## config.mk

```make
export PLATFORM = sky130hd
export DESIGN_NAME = fwd_hazard_ctrl
export DESIGN_NICKNAME = d
export VERILOG_FILES = /design/src/rtl/fwd_pkg.sv /design/src/rtl/fwd_sel_dec.sv /design/src/rtl/fwd_hazard_ctrl.sv
export SDC_FILE = /design/constraint.sdc
export NUM_CORES = 1
export LEC_CHECK = 0
export ABC_AREA = 1
export ABC_CLOCK_PERIOD_IN_PS = 2500
export CAP_MARGIN = 10
export CORE_UTILIZATION = 53
export DETAILED_ROUTE_END_ITERATION = 10
export PLACE_DENSITY = 0.85
export SLEW_MARGIN = 0
export SYNTH_ARGS = -nofsm -noshare
export SYNTH_HDL_FRONTEND = slang
export SYNTH_HIERARCHICAL = 1
export SYNTH_SLANG_ARGS = --single-unit
```

## constraint.sdc

```tcl
create_clock -name clk -period 2.5 [get_ports clk]
set_input_delay 0.5 -clock clk [delete_from_list [all_inputs] [get_ports clk]]
set_output_delay 0.5 -clock clk [all_outputs]
set_load 0.03 [all_outputs]
```

## src/rtl/fwd_pkg.sv

```systemverilog
// Shared types for the forwarding/hazard controller: select codes, FSM states, shadow entries.
package fwd_pkg;

  localparam int REG_W = 5;

  localparam logic [1:0] FWD_REG = 2'b00;
  localparam logic [1:0] FWD_WB  = 2'b01;
  localparam logic [1:0] FWD_MEM = 2'b10;

  typedef enum logic [1:0] {
    RUN     = 2'd0,
    STALLED = 2'd1,
    FROZEN  = 2'd2
  } state_e;

  typedef struct packed {
    logic [REG_W-1:0] rd;
    logic [REG_W-1:0] rs1;
    logic [REG_W-1:0] rs2;
    logic             rw;
    logic             mr;
  } idex_t;

  typedef struct packed {
    logic [REG_W-1:0] rd;
    logic             rw;
  } stage_t;

  localparam idex_t IDEX_BUBBLE = '0;

endpackage

```

## src/rtl/fwd_sel_dec.sv

```systemverilog
// Priority decode of one EX operand select; pure combinational, no flow control.
// The EX/MEM match wins over MEM/WB so the youngest value reaches the ALU; x0 never forwards.
module fwd_sel_dec
  import fwd_pkg::*;
#(
  parameter int W = REG_W
) (
  input  logic [W-1:0] src,
  input  logic [W-1:0] exmem_rd,
  input  logic         exmem_rw,
  input  logic [W-1:0] memwb_rd,
  input  logic         memwb_rw,
  output logic [1:0]   sel
);

  always_comb begin
    sel = FWD_REG;
    if (exmem_rw && (exmem_rd != '0) && (exmem_rd == src))
      sel = FWD_MEM;
    else if (memwb_rw && (memwb_rd != '0) && (memwb_rd == src))
      sel = FWD_WB;
  end

endmodule

```

## src/rtl/fwd_hazard_ctrl.sv

```systemverilog
// Forwarding selects and stall/flush/hold generation from a shadow of ID/EX, EX/MEM, MEM/WB.
// Selects are one flop deep; stall/flush/hold are same-cycle combinational; mem_busy freezes everything.
module fwd_hazard_ctrl
  import fwd_pkg::*;
#(
  parameter int REG_ADDR_W = REG_W,
  parameter int CNT_W      = 32
) (
  input  logic                  clk,
  input  logic                  reset,
  input  logic                  id_valid,
  input  logic [REG_ADDR_W-1:0] id_rs1,
  input  logic [REG_ADDR_W-1:0] id_rs2,
  input  logic [REG_ADDR_W-1:0] id_rd,
  input  logic                  id_reg_write,
  input  logic                  id_mem_read,
  input  logic                  ex_branch_taken,
  input  logic                  mem_busy,
  output logic [1:0]            fwd_a_sel,
  output logic [1:0]            fwd_b_sel,
  output logic                  stall,
  output logic                  flush,
  output logic                  hold,
  output logic [CNT_W-1:0]      stall_cnt
);

  idex_t  idex;
  stage_t exmem;
  stage_t memwb;
  state_e state_q;
  state_e state_d;
  logic   load_use;

  assign load_use = idex.mr && (idex.rd != '0) && id_valid &&
                    ((idex.rd == id_rs1) || (idex.rd == id_rs2));

  always_ff @(posedge clk) begin
    if (reset) state_q <= RUN;
    else       state_q <= state_d;
  end

  always_comb begin
    state_d = RUN;
    if (mem_busy)   state_d = FROZEN;
    else if (stall) state_d = STALLED;
  end

  // The bubble just inserted means a load-use cannot recur in STALLED; gating on it makes that explicit.
  always_comb begin
    hold  = 1'b0;
    flush = 1'b0;
    stall = 1'b0;
    if (!reset) begin
      if (mem_busy)                              hold  = 1'b1;
      else if (ex_branch_taken)                  flush = 1'b1;
      else if (load_use && state_q != STALLED)   stall = 1'b1;
    end
  end

  always_ff @(posedge clk) begin
    if (reset) begin
      idex  <= IDEX_BUBBLE;
      exmem <= '0;
      memwb <= '0;
    end else if (!mem_busy) begin
      memwb <= exmem;
      exmem <= '{rd: idex.rd, rw: idex.rw};
      if (flush || stall || !id_valid)
        idex <= IDEX_BUBBLE;
      else
        idex <= '{rd: id_rd, rs1: id_rs1, rs2: id_rs2, rw: id_reg_write, mr: id_mem_read};
    end
  end

  always_ff @(posedge clk) begin
    if (reset)
      stall_cnt <= '0;
    else if (stall && (stall_cnt != {CNT_W{1'b1}}))
      stall_cnt <= stall_cnt + CNT_W'(1);
  end

  fwd_sel_dec #(.W(REG_W)) u_dec_a (
    .src      (idex.rs1),
    .exmem_rd (exmem.rd),
    .exmem_rw (exmem.rw),
    .memwb_rd (memwb.rd),
    .memwb_rw (memwb.rw),
    .sel      (fwd_a_sel)
  );

  fwd_sel_dec #(.W(REG_W)) u_dec_b (
    .src      (idex.rs2),
    .exmem_rd (exmem.rd),
    .exmem_rw (exmem.rw),
    .memwb_rd (memwb.rd),
    .memwb_rw (memwb.rw),
    .sel      (fwd_b_sel)
  );

endmodule
```

# [Word level (Yosys, flattened, before mapping)]
# Cells that the tools add are included.
[totals] out_inout_bits=39 inputBits=22 register_bits=63
[op_classes] n_addsub=1 reduce_logical=19 eq_ne=8 n_mux=16
[op_table] op="32-bit by 1-bit adder with 32-bit output (second input constant)" n=1
[op_table] op="32-bit != test (second input constant)" n=1
[op_table] op="5-bit == test" n=6
[op_table] op="17-bit two-way mux" n=1
[op_table] op="5-bit nonzero test" n=3
[op_table] op="1-bit two-way mux" n=12
[op_table] op="1-bit logical AND" n=11
[op_table] op="2-bit two-way mux" n=3
[op_table] op="1-bit logical OR" n=3
[op_table] op="2-bit by 1-bit != test with 1-bit output (second input constant)" n=1
[op_table] op="2-bit OR reduction" n=1
[op_table] op="1-bit zero test" n=1

# [Logic depth before layout (Yosys ltp)]
# Gate-level depths: netlist of run 1.
[logic_depth] ltp_word=12 ltp_mapped=13 mapped_depth_nobuf=12

# [Modules after synthesis]
# The synthesis of run 1 kept the hierarchy.
[modules_own_cells] module="fwd_hazard_ctrl" cells_per_inst=469 area_per_inst_um2=3130.5 seq_area_each_um2=1261.2 n_inst=1
[modules_own_cells] module="fwd_sel_dec" cells_per_inst=50 area_per_inst_um2=214.0 seq_area_each_um2=0.0 n_inst=2

# [Least setup slack after synthesis of run 1]
# OpenSTA, ideal clock, no wires.
[synth_path] path_type="register to register" start="register stall_cnt[0]" end="register stall_cnt[10]" setup_ns=0.115 stages_incl_launch_ff=13 slack_ns=0.462 n_path_buf=2 period_less_slack_ns=2.038 arrival_ns=1.923 cell_sequence="dfxtp_1 > ha_1 > nand2_1 > nor2_1 > nand2_1 > inv_1 > nand3_2 > nor2_2 > nor2_4 > buf_6 > buf_6 > a21oi_2 > nor2_1"
[synth_between] elab_chain_len=2 word_cells_on_any_way=3
[synth_lines] item="from (decl)" line_no="fwd_hazard_ctrl.sv:24" source="output logic [CNT_W-1:0] stall_cnt"
[synth_lines] item="from (signal assigned)" line_no="fwd_hazard_ctrl.sv:79" source="stall_cnt <= stall_cnt + CNT_W'(1);"
[synth_lines] item="branches (longest 2 deep; another with 32-bit by 1-bit adder with 32-bit output)"
# Several ways; the timed one is not identified.
# A chain may end at the register's enable or synchronous reset.

# [Final worst setup path of run 1]
[layout_path] start="input port id_rs2[3]" end="output port stall"
[layout_between] elab_chain_len=8
[layout_lines] item="from (decl)" line_no="fwd_hazard_ctrl.sv:13" source="input logic [REG_ADDR_W-1:0] id_rs2,"
[layout_lines] item="5-bit == test" line_no="fwd_hazard_ctrl.sv:35" source="((idex.rd == id_rs1) || (idex.rd == id_rs2));"
[layout_lines] item="1-bit logical OR" line_no="fwd_hazard_ctrl.sv:35"
[layout_lines] item="1-bit logical AND" line_no="fwd_hazard_ctrl.sv:34" source="assign load_use = idex.mr && (idex.rd != '0) && id_valid &&"
[layout_lines] item="1-bit logical AND" line_no="fwd_hazard_ctrl.sv:56" source="else if (load_use && state_q != STALLED) stall = 1'b1;"
[layout_lines] item="1-bit two-way mux" line_no="fwd_hazard_ctrl.sv:56"
[layout_lines] item="1-bit two-way mux" line_no="fwd_hazard_ctrl.sv:55" source="else if (ex_branch_taken) flush = 1'b1;"
[layout_lines] item="1-bit two-way mux" line_no="fwd_hazard_ctrl.sv:54" source="if (mem_busy) hold = 1'b1;"
[layout_lines] item="1-bit two-way mux" line_no="fwd_hazard_ctrl.sv:53" source="if (!reset) begin"
[layout_lines] item="to (decl)" line_no="fwd_hazard_ctrl.sv:21" source="output logic stall,"
# No other way between the ends.

==> results.json, run 1 <==
{
  "yosysSeqAreaShare_pct": 35.44,
  "required_ns": 2.00,
  "max_slew_margin_pct": 66.56,
  "synth_fa_ha_area_share_pct": 0.3516,
  "insertion_delay_ns": 0.35,
  "cts.sinks": 63,
  "reg2reg_to": "stall_cnt[29]",
  "rr_startpoint": "stall_cnt[0]",
  "cp-start-kind": "primary input",
  "synth_top_family_by_area": "simple AND/OR/NAND/NOR gates",
  "avgRoutedWirePerCell_um": 12.62,
  "core_um2": 6422,
  "synth_area_um2": 3558,
  "dpl_cell_area_um2": 4267,
  "via_per_inst": 5.331,
  "tns_ns": 0,
  "dp_hpwl_um": 6605,
  "synth.ff_latch_count": 63,
  "grt_pass1_vias": 3489,
  "antennaDiodeCount": 0,
  "r2r_slack_ns": 0.37,
  "comb_power_share_pct": 7.7,
  "crit_end": "stall",
  "critical_path.top_delay_family": "buffers and inverters",
  "seq_power_share_pct": 44.8,
  "netlist_top_cells_area": "dfxtp_1, nand2_1, nor2_1, inv_1, nand3_1",
  "syn_area_per_cell_um2": 6.254,
  "fmax_ghz": 0.4278,
  "drv_cap": 0,
  "die_w_um": 83.94,
  "crit_chain": "clkdlybuf4s50_1 > inv_1 > nand2_1 > nand2_1 > nor2_1 > nand3_1 > nand2_2 > nand2_2 > inv_1 > buf_4",
  "vias": 3833,
  "ys_types": 28,
  "hold_violations": 0,
  "antenna_found_initial": 0,
  "hold_class": "register to register",
  "grt-ovfl-total": 0,
  "worst_path_max_delay_cell": "clkdlybuf4s50_1",
  "numCtsBuffers": 9,
  "worstSetupEndpointType": "output port",
  "violations": "DRC",
  "gp_congestion": 0.8773,
  "synthFlopType": "dfxtp_1",
  "syn_inst": 569,
  "first_iter_violations": 272,
  "io-pin-count": 61,
  "rows": 29,
  "finalSetupViolations": 0,
  "die_y_um": 83.94,
  "worstSetupStartpoint": "id_rs2[3]",
  "grt_pass1_wl_um": 15820,
  "crit_path_max_incr_delay_ns": 0.56,
  "drive_gt1_share_pct": 10.28,
  "cts-root-buf": "clkbuf_8",
  "drt_drc_violations_left": 10,
  "synth_edf_count": 0,
  "placed_cells": 703,
  "crit_arrival_ns": 1.84,
  "ir_worst_vdd_mv": 0.5085,
  "yosysWarnings": 6,
  "synth_top_area_share_pct": 35.44,
  "synth_common_cells": "nand2_1, nor2_1, inv_1, dfxtp_1, nand3_1",
  "syn_nets": 592,
  "power_density_nw_per_um2": 509.9,
  "worst_slew_pin_slew_ns": 0.5010,
  "initial_core_util_pct": 55.41,
  "postRouteAntennaNets": 0,
  "drtPass1Iterations": 9,
  "switching_power_mw": 0.5424,
  "min-delay-start": "idex[6]",
  "status": "complete, but fails checks",
  "hold_buffers": 0,
  "grt_max_degree": 50,
  "critPathKind": "primary input to output port",
  "finalCriticalPeriod_ns": 2.337,
  "cts_buffer_depth": 2,
  "synth_compound_gate_area_share_pct": 8.474,
  "clock_power_share_pct": 47.5,
  "synthMuxAreaShare_pct": 0,
  "fin_nets": 660,
  "ys_async_sr_fraction_pct": 0,
  "min_period_over_period_pct": 93.50,
  "nFillCells": 547,
  "synth.most_common_cell": "nand2_1",
  "cp_num_cells": 10,
  "final_cells": 719,
  "grt_setup_unrepaired": "false",
  "r2r_cells": 10,
  "power_leakage_nw": 1.897,
  "path_max_fanout": 4,
  "wirelength_um": 9073,
  "yosysTopAreaCell": "dfxtp_1",
  "syn_to_final_growth_pct": 26.83,
  "swShare_pct": 23.57,
  "cts_tree": "done",
  "synth-simple-area-share_pct": 43.95,
  "internal-power_mw": 1.759,
  "cp_num_buf_inv": 4,
  "clock_skew_ns": 0.007706,
  "h-tree-depth": 3,
  "synth_xor_xnor_area_share_pct": 0.9845,
  "slew_viol_final": 0,
  "path_clk_slew_ns": 0.07,
  "die_area_um2": 7046,
  "grtUsageTotal_pct": 27.90,
  "finish.instance_area_um2": 4513,
  "port_buffers": 60
}
[layout by cell type, fill, tap and decap left out, drive strengths merged, types with 3 or more instances in the layout]
cell,Yosys,layout
buf,6,13
o21ai,24,24
nand3,52,52
nand4,24,24
clkdlybuf4s50,0,53
nor2,110,110
o22ai,6,6
nand2,158,158
bufinv,0,3
clkbuf,7,9
nor3,6,6
a21oi,19,19
inv,84,85
dfxtp,63,63
[registers in the layout, indices dropped and copies added (netlist names)]
register / cells
exmem: 6
idex: 17
memwb: 6
stall_cnt: 32
state_q: 2
[worst min-delay path, cell delays in order (launching register included)]
cell and delay, ns:
dfxtp_1 0.32, nand2_1 0.06, nand2_1 0.05
[routing by layer]
metal	up-vias	routed length, um	track usage (%)
met2	130	4231	46.05
li1	1930	-	-
met5	-	0	0
met4	0	171	12.70
met3	17	555	4.550
met1	1756	4114	35.67
[per-stage QoR]
step | hold WS, ns | worst slack, ns | power, mW | utilization (%)
after floorplan | 0.4261 | 0.4622 | 1.152 | -
after global placement | 0.4432 | 0.2337 | 1.224 | 66.43
after detailed placement | 0.4535 | 0.1751 | 1.229 | 66.43
after CTS | 0.4653 | 0.02515 | 2.307 | 70.19
after global routing | 0.4793 | 0.07081 | 2.373 | 70.27
final | 0.4725 | 0.1626 | 2.301 | 70.27
[power groups by stage]
stage	Clock [mW]	Sequential [mW]	Combinational [mW]
after floorplan	0	1.05	0.102
after global placement	0	1.05	0.171
after detailed placement	0	1.05	0.175
after CTS	1.10	1.03	0.176
after global routing	1.14	1.03	0.197
final	1.09	1.03	0.176
[worst min-delay path by stage]
stage,slack (ns),end,cells after the start
after global routing,0.48,idex[6],2
after detailed placement,0.45,idex[6],2
final,0.47,idex[6],2
after floorplan,0.43,idex[11],2
after CTS,0.47,idex[6],2
after global placement,0.44,idex[11],2
[cells by family after synthesis]
logic type / Yosys count
AOI/OAI and AO/OA: 51
xor gates and xnor gates: 4
adders and majority gates: 1
buffers and inverters: 97
DFF: 63
and+or+nand+nor: 353
[area by class of cell]
type | instances | area [um2] | area share, %
Inverter | 84 | 315.3 | 6.986
Multi-Input combinational cell | 409 | 1913 | 42.39
Clock buffer | 9 | 123.9 | 2.745
Timing Repair Buffer | 70 | 683.2 | 15.14
Sequential cell | 63 | 1261 | 27.95
Clock inverter | 7 | 120.1 | 2.661
Tap cell | 77 | 96.34 | 2.135
[repair_timing]
action	CTS	global route
pin swaps	0	0
endpoints found under the hold margin	0	0
gates resized for setup	2	2
setup buffers	0	0
endpoints found under the setup margin	2	2
No activity file was read; power rests on OpenSTA's default activity.
==> run 2, diff against run 1 <==
Settings changed: PLACE_DENSITY 0.85 to 0.81.
==> results.json, run 2 (synthesized netlist as in run 1, its figures left out) <==
{
  "status": "complete, but fails checks",
  "violations": "DRC",
  "required_ns": 2.00,
  "met2_usage_pct": 43.59,
  "drtPass1Iterations": 8,
  "initial_core_util_pct": 55.41,
  "die_y_um": 83.94,
  "nFillCells": 586,
  "fmax_ghz": 0.4426,
  "drt_drc_violations_left": 4,
  "crit_arrival_ns": 1.76,
  "cts-root-buf": "clkbuf_8",
  "dp_hpwl_um": 6658,
  "final_cells": 718,
  "drive_gt1_share_pct": 9.672,
  "wirelength_um": 9062,
  "grt_pass1_vias": 3413,
  "io-pin-count": 61,
  "fin_nets": 660,
  "grtUsageTotal_pct": 27.48,
  "drv_cap": 0,
  "grt_max_degree": 50,
  "largest_reg_flops": 32,
  "slew_viol_final": 0,
  "ir_worst_vdd_mv": 0.3221,
  "core_um2": 6422,
  "swShare_pct": 24.14,
  "worst_slew_pin_slew_ns": 0.5087,
  "path_max_fanout": 4,
  "met1_usage_pct": 37.12,
  "power_leakage_nw": 1.894,
  "finalCriticalPeriod_ns": 2.259,
  "top_usage_layer": "met2",
  "cts.sinks": 63,
  "final_cell_mix": "nand2_1, nor2_1, inv_1, dfxtp_1, clkdlybuf4s50_1",
  "switching_power_mw": 0.4877,
  "port_buffers": 60,
  "antenna_found_initial": 0,
  "seq_power_share_pct": 51.1,
  "power_density_nw_per_um2": 453.6,
  "grt_pass1_wl_um": 15610,
  "clock_skew_ns": 0.008672,
  "numCtsBuffers": 9,
  "antennaDiodeCount": 0,
  "vias": 3757,
  "clock_power_share_pct": 40.2,
  "worstSetupEndpointType": "output port",
  "grt-ovfl-total": 0,
  "via_per_inst": 5.233,
  "max_slew_margin_pct": 66.05,
  "grt_setup_unrepaired": "false",
  "tns_ns": 0,
  "hold_class": "register to register",
  "path_clk_slew_ns": 0.06,
  "critPathKind": "primary input to output port",
  "comb_power_share_pct": 8.7,
  "cts_buffer_depth": 2,
  "h-tree-depth": 3,
  "placed_cells": 703,
  "post_cts.repair.setup_buffers": 0,
  "hold_violations": 0,
  "die_w_um": 83.94,
  "syn_to_final_growth_pct": 25.14,
  "cp-start-kind": "primary input",
  "top_regs": "stall_cnt (32), idex (17)",
  "top_register": "stall_cnt",
  "cts_tree": "done",
  "gp_congestion": 0.9142,
  "min_period_over_period_pct": 90.37,
  "finalSetupViolations": 0,
  "layout_commonest_cell": "nand2_1",
  "insertion_delay_ns": 0.34,
  "die_area_um2": 7046,
  "rows": 29,
  "use_met3_pct": 6.924,
  "postRouteAntennaNets": 0,
  "internal-power_mw": 1.532,
  "avgRoutedWirePerCell_um": 12.62,
  "first_iter_violations": 248
}
[run 2: cell types whose count changed in the layout (fill, tap and decap cells not counted)]
cell | before | now
clkinv_4 | 1 | 0
clkinvlp_4 | 1 | 0
clkbuf_1 | 0 | 3
bufinv_16 | 3 | 0
clkbuf_8 | 9 | 12
dlygate4sd2_1 | 2 | 0
inv_6 | 1 | 0
clkinv_2 | 1 | 0
dlymetal6s2s_1 | 2 | 4
[run 2: worst paths after layout]
path | startpoint | end | cells past startpoint | slack (ns)
min | idex[11] | idex[11] | 2 | 0.48
min reg2reg | idex[11] | idex[11] | 2 | 0.48
max reg2reg | stall_cnt[0] | stall_cnt[25] | 10 | 0.38
max | id_rs2[2] | stall | 10 | 0.24
[run 2: layout make-up]
class	count	area, um2	share of cell area (%)
multi-input cells	409	1913	42.96
inverters	84	315.3	7.081
clock buffers	15	176.4	3.962
well taps	77	96.34	2.164
flip-flops and latches	63	1261	28.32
repair buffers	70	690.7	15.51
[run 2: power groups by stage]
stage / sequential [mW] / clock, mW / combinational, mW
after floorplan: 1.05 / 0 / 0.102
after global placement: 1.05 / 0 / 0.171
after detailed placement: 1.05 / 0 / 0.174
after CTS: 1.03 / 0.820 / 0.176
after global routing: 1.03 / 0.868 / 0.198
final: 1.03 / 0.811 / 0.176
[run 2: per-stage QoR]
step | util (%) | power, mW | hold WS [ns] | instance area, um2 | setup WS (ns)
2_1_floorplan | - | 1.152 | 0.4261 | 3558 | 0.4622
3_3_place_gp | 66.43 | 1.225 | 0.4543 | 4267 | 0.2660
3_5_place_dp | 66.43 | 1.229 | 0.4633 | 4267 | 0.2112
4_1_cts | 69.18 | 2.028 | 0.4734 | 4443 | 0.002847
5_1_grt | 69.34 | 2.099 | 0.4773 | 4453 | 0.09653
6_report | 69.34 | 2.020 | 0.4815 | 4453 | 0.2407
[run 2: routing by layer]
metal,wire (um),up-vias
li1,-,1933
met1,4241,1693
met2,4115,117
met3,586,14
met4,119,0
met5,0,-
[run 2: repair_timing]
item,4_1_cts,5_1_grt
gates resized for setup,0,4
endpoints found under the setup margin,0,4
hold buffers,0,0
[run 2: critical path: stages]
cell and delay (ns):
clkdlybuf4s50_1 0.52, inv_1 0.05, nand2_1 0.05, nand2_1 0.05
nor2_1 0.10, nand3_1 0.10, nand2_2 0.08, nand2_2 0.09
inv_1 0.07, buf_4 0.15
==> run 3, diff against run 2 <==
Settings changed: SYNTH_HIERARCHICAL 1 to unset.
==> results.json, run 3 <==
{
  "vias": 3560,
  "io-pin-count": 61,
  "final_cells": 661,
  "core_um2": 6314,
  "ys_async_sr_fraction_pct": 0,
  "gp_congestion": 0.8954,
  "fin_util_pct": 68.21,
  "synth.ff_latch_count": 63,
  "cts_buffer_depth": 2,
  "h-tree-depth": 3,
  "pre_cts_ws_ns": 0.09211,
  "cts-root-buf": "clkbuf_8",
  "placed_cells": 645,
  "syn_inst": 517,
  "synthFlopType": "dfxtp_1",
  "path_clk_slew_ns": 0.07,
  "drt_drc_violations_left": 0,
  "layout_commonest_cell": "nand2_1",
  "grt_pass1_wl_um": 13920,
  "grt_setup_unrepaired": "false",
  "hold_class": "register to register",
  "grt-ovfl-total": 0,
  "grt_max_degree": 23,
  "max_slew_margin_pct": 55.67,
  "die_y_um": 82.72,
  "dpl_cell_area_um2": 4089,
  "wirelength_um": 8982,
  "largest_reg_flops": 32,
  "rows": 29,
  "port_buffers": 60,
  "finish.instance_area_um2": 4307,
  "die_w_um": 82.72,
  "drive_gt1_share_pct": 7.705,
  "clock_skew_ns": 0.006754,
  "holdWs_ns": 0.4589,
  "critPathKind": "primary input to output port",
  "netlist_top_cells_area": "dfxtp_1, nand2_1, nor2_1, inv_1, nand3_1",
  "synth_edf_count": 0,
  "ir_worst_vdd_mv": 0.2917,
  "tns_ns": 0,
  "fmax_ghz": 0.4157,
  "drtPass1Iterations": 5,
  "top_register": "stall_cnt",
  "avgRoutedWirePerCell_um": 13.59,
  "postRouteAntennaNets": 0,
  "yosysSeqAreaShare_pct": 36.52,
  "die_area_um2": 6843,
  "finalSetupViolations": 0,
  "antenna_found_initial": 0,
  "antennaDiodeCount": 0,
  "grtUsageTotal_pct": 27.18,
  "cts_tree": "done",
  "first_iter_violations": 220,
  "min_period_over_period_pct": 96.22,
  "power_density_nw_per_um2": 507.1,
  "grt_pass1_vias": 3163,
  "synth_common_cells": "nand2_1, nor2_1, inv_1, dfxtp_1, nand3_1",
  "worstSetupEndpointType": "output port",
  "fin_nets": 603,
  "cp-start-kind": "primary input",
  "syn_nets": 540,
  "synth_area_um2": 3453,
  "crit_arrival_ns": 1.91,
  "drv_cap": 0,
  "syn_area_per_cell_um2": 6.680,
  "path_max_fanout": 5,
  "worst_slew_pin_slew_ns": 0.6643,
  "dp_hpwl_um": 6614,
  "synth_top_area_share_pct": 36.52,
  "via_per_inst": 5.386,
  "required_ns": 2.00,
  "fin_ws_ns": 0.09449,
  "final_cell_mix": "nand2_1, nor2_1, inv_1, dfxtp_1, clkdlybuf4s50_1",
  "yosysTopAreaCell": "dfxtp_1",
  "numCtsBuffers": 9,
  "top_regs": "stall_cnt (32), idex (17)",
  "hold_violations": 0,
  "finalCriticalPeriod_ns": 2.406,
  "initial_core_util_pct": 54.70,
  "status": "finished clean",
  "slew_viol_final": 0,
  "syn_to_final_growth_pct": 24.71,
  "ys_types": 33,
  "power.total_mw": 2.184,
  "yosysWarnings": 0,
  "power_leakage_nw": 1.841,
  "insertion_delay_ns": 0.35,
  "cts.sinks": 63,
  "hold_buffers": 0,
  "synth.most_common_cell": "nand2_1"
}
[run 3: cell types whose count changed after synthesis, sizes merged, moves of 8 or more]
cell,before,now
xnor2,2,10
nand2,158,134
nor2,110,94
inv,84,70
nand4,24,10
[run 3: logic make-up after synthesis]
logic type | count (synthesis) | share of synthesized area, %
DFF | 63 | 36.52
and+or+nand+nor | 305 | 40.91
buffers and inverters | 82 | 9.891
adders and majority gates | 1 | 0.3623
AOI/OAI and AO/OA | 48 | 7.753
xor gates and xnor gates | 18 | 4.565
[run 3: cell type report]
class                           count  area (um2)
Clock buffer                       11       141.4
Clock inverter                      4       70.07
Fill cell                         562        2007
Inverter                           70       265.3
Multi-Input combinational cell    372        1856
Sequential cell                    63        1261
Tap cell                           77       96.34
Timing Repair Buffer               64       616.8
[run 3: repair_timing]
action                     CTS  global route
gates cloned                 0             0
gates resized for setup      4             5
pin swaps                    0             3
buffers inserted             0             1
setup endpoints to repair    4             2
[run 3: report_power, final]
part	switching, mW	internal (mW)	total (mW)
clock	0.407	0.580	0.988
sequential	0.0142	1.02	1.03
combinational	0.0931	0.0718	0.165
[run 3: worst paths after layout]
check                                  start             to  slack (ns)  depth (start not counted)
worst min register to register      memwb[0]       memwb[0]        0.46                          2
worst max register to register  stall_cnt[0]  stall_cnt[19]        0.47                         12
worst min-delay path                memwb[0]       memwb[0]        0.46                          2
worst max-delay path                   reset          stall        0.09                          7
[run 3: routing by layer]
metal,track usage (%),up-vias,wire length (um)
met5,0,-,0
met4,11.72,0,157
met3,7.802,17,631
met2,47.62,138,4404
met1,30.47,1645,3790
li1,-,1760,-
[run 3: critical path: stages]
cell and delay [ns]:
clkdlybuf4s50_1 0.54, nor2_8 0.15, nand4_4 0.14, nor2_8 0.19
nand2_4 0.10, inv_1 0.11, buf_4 0.17
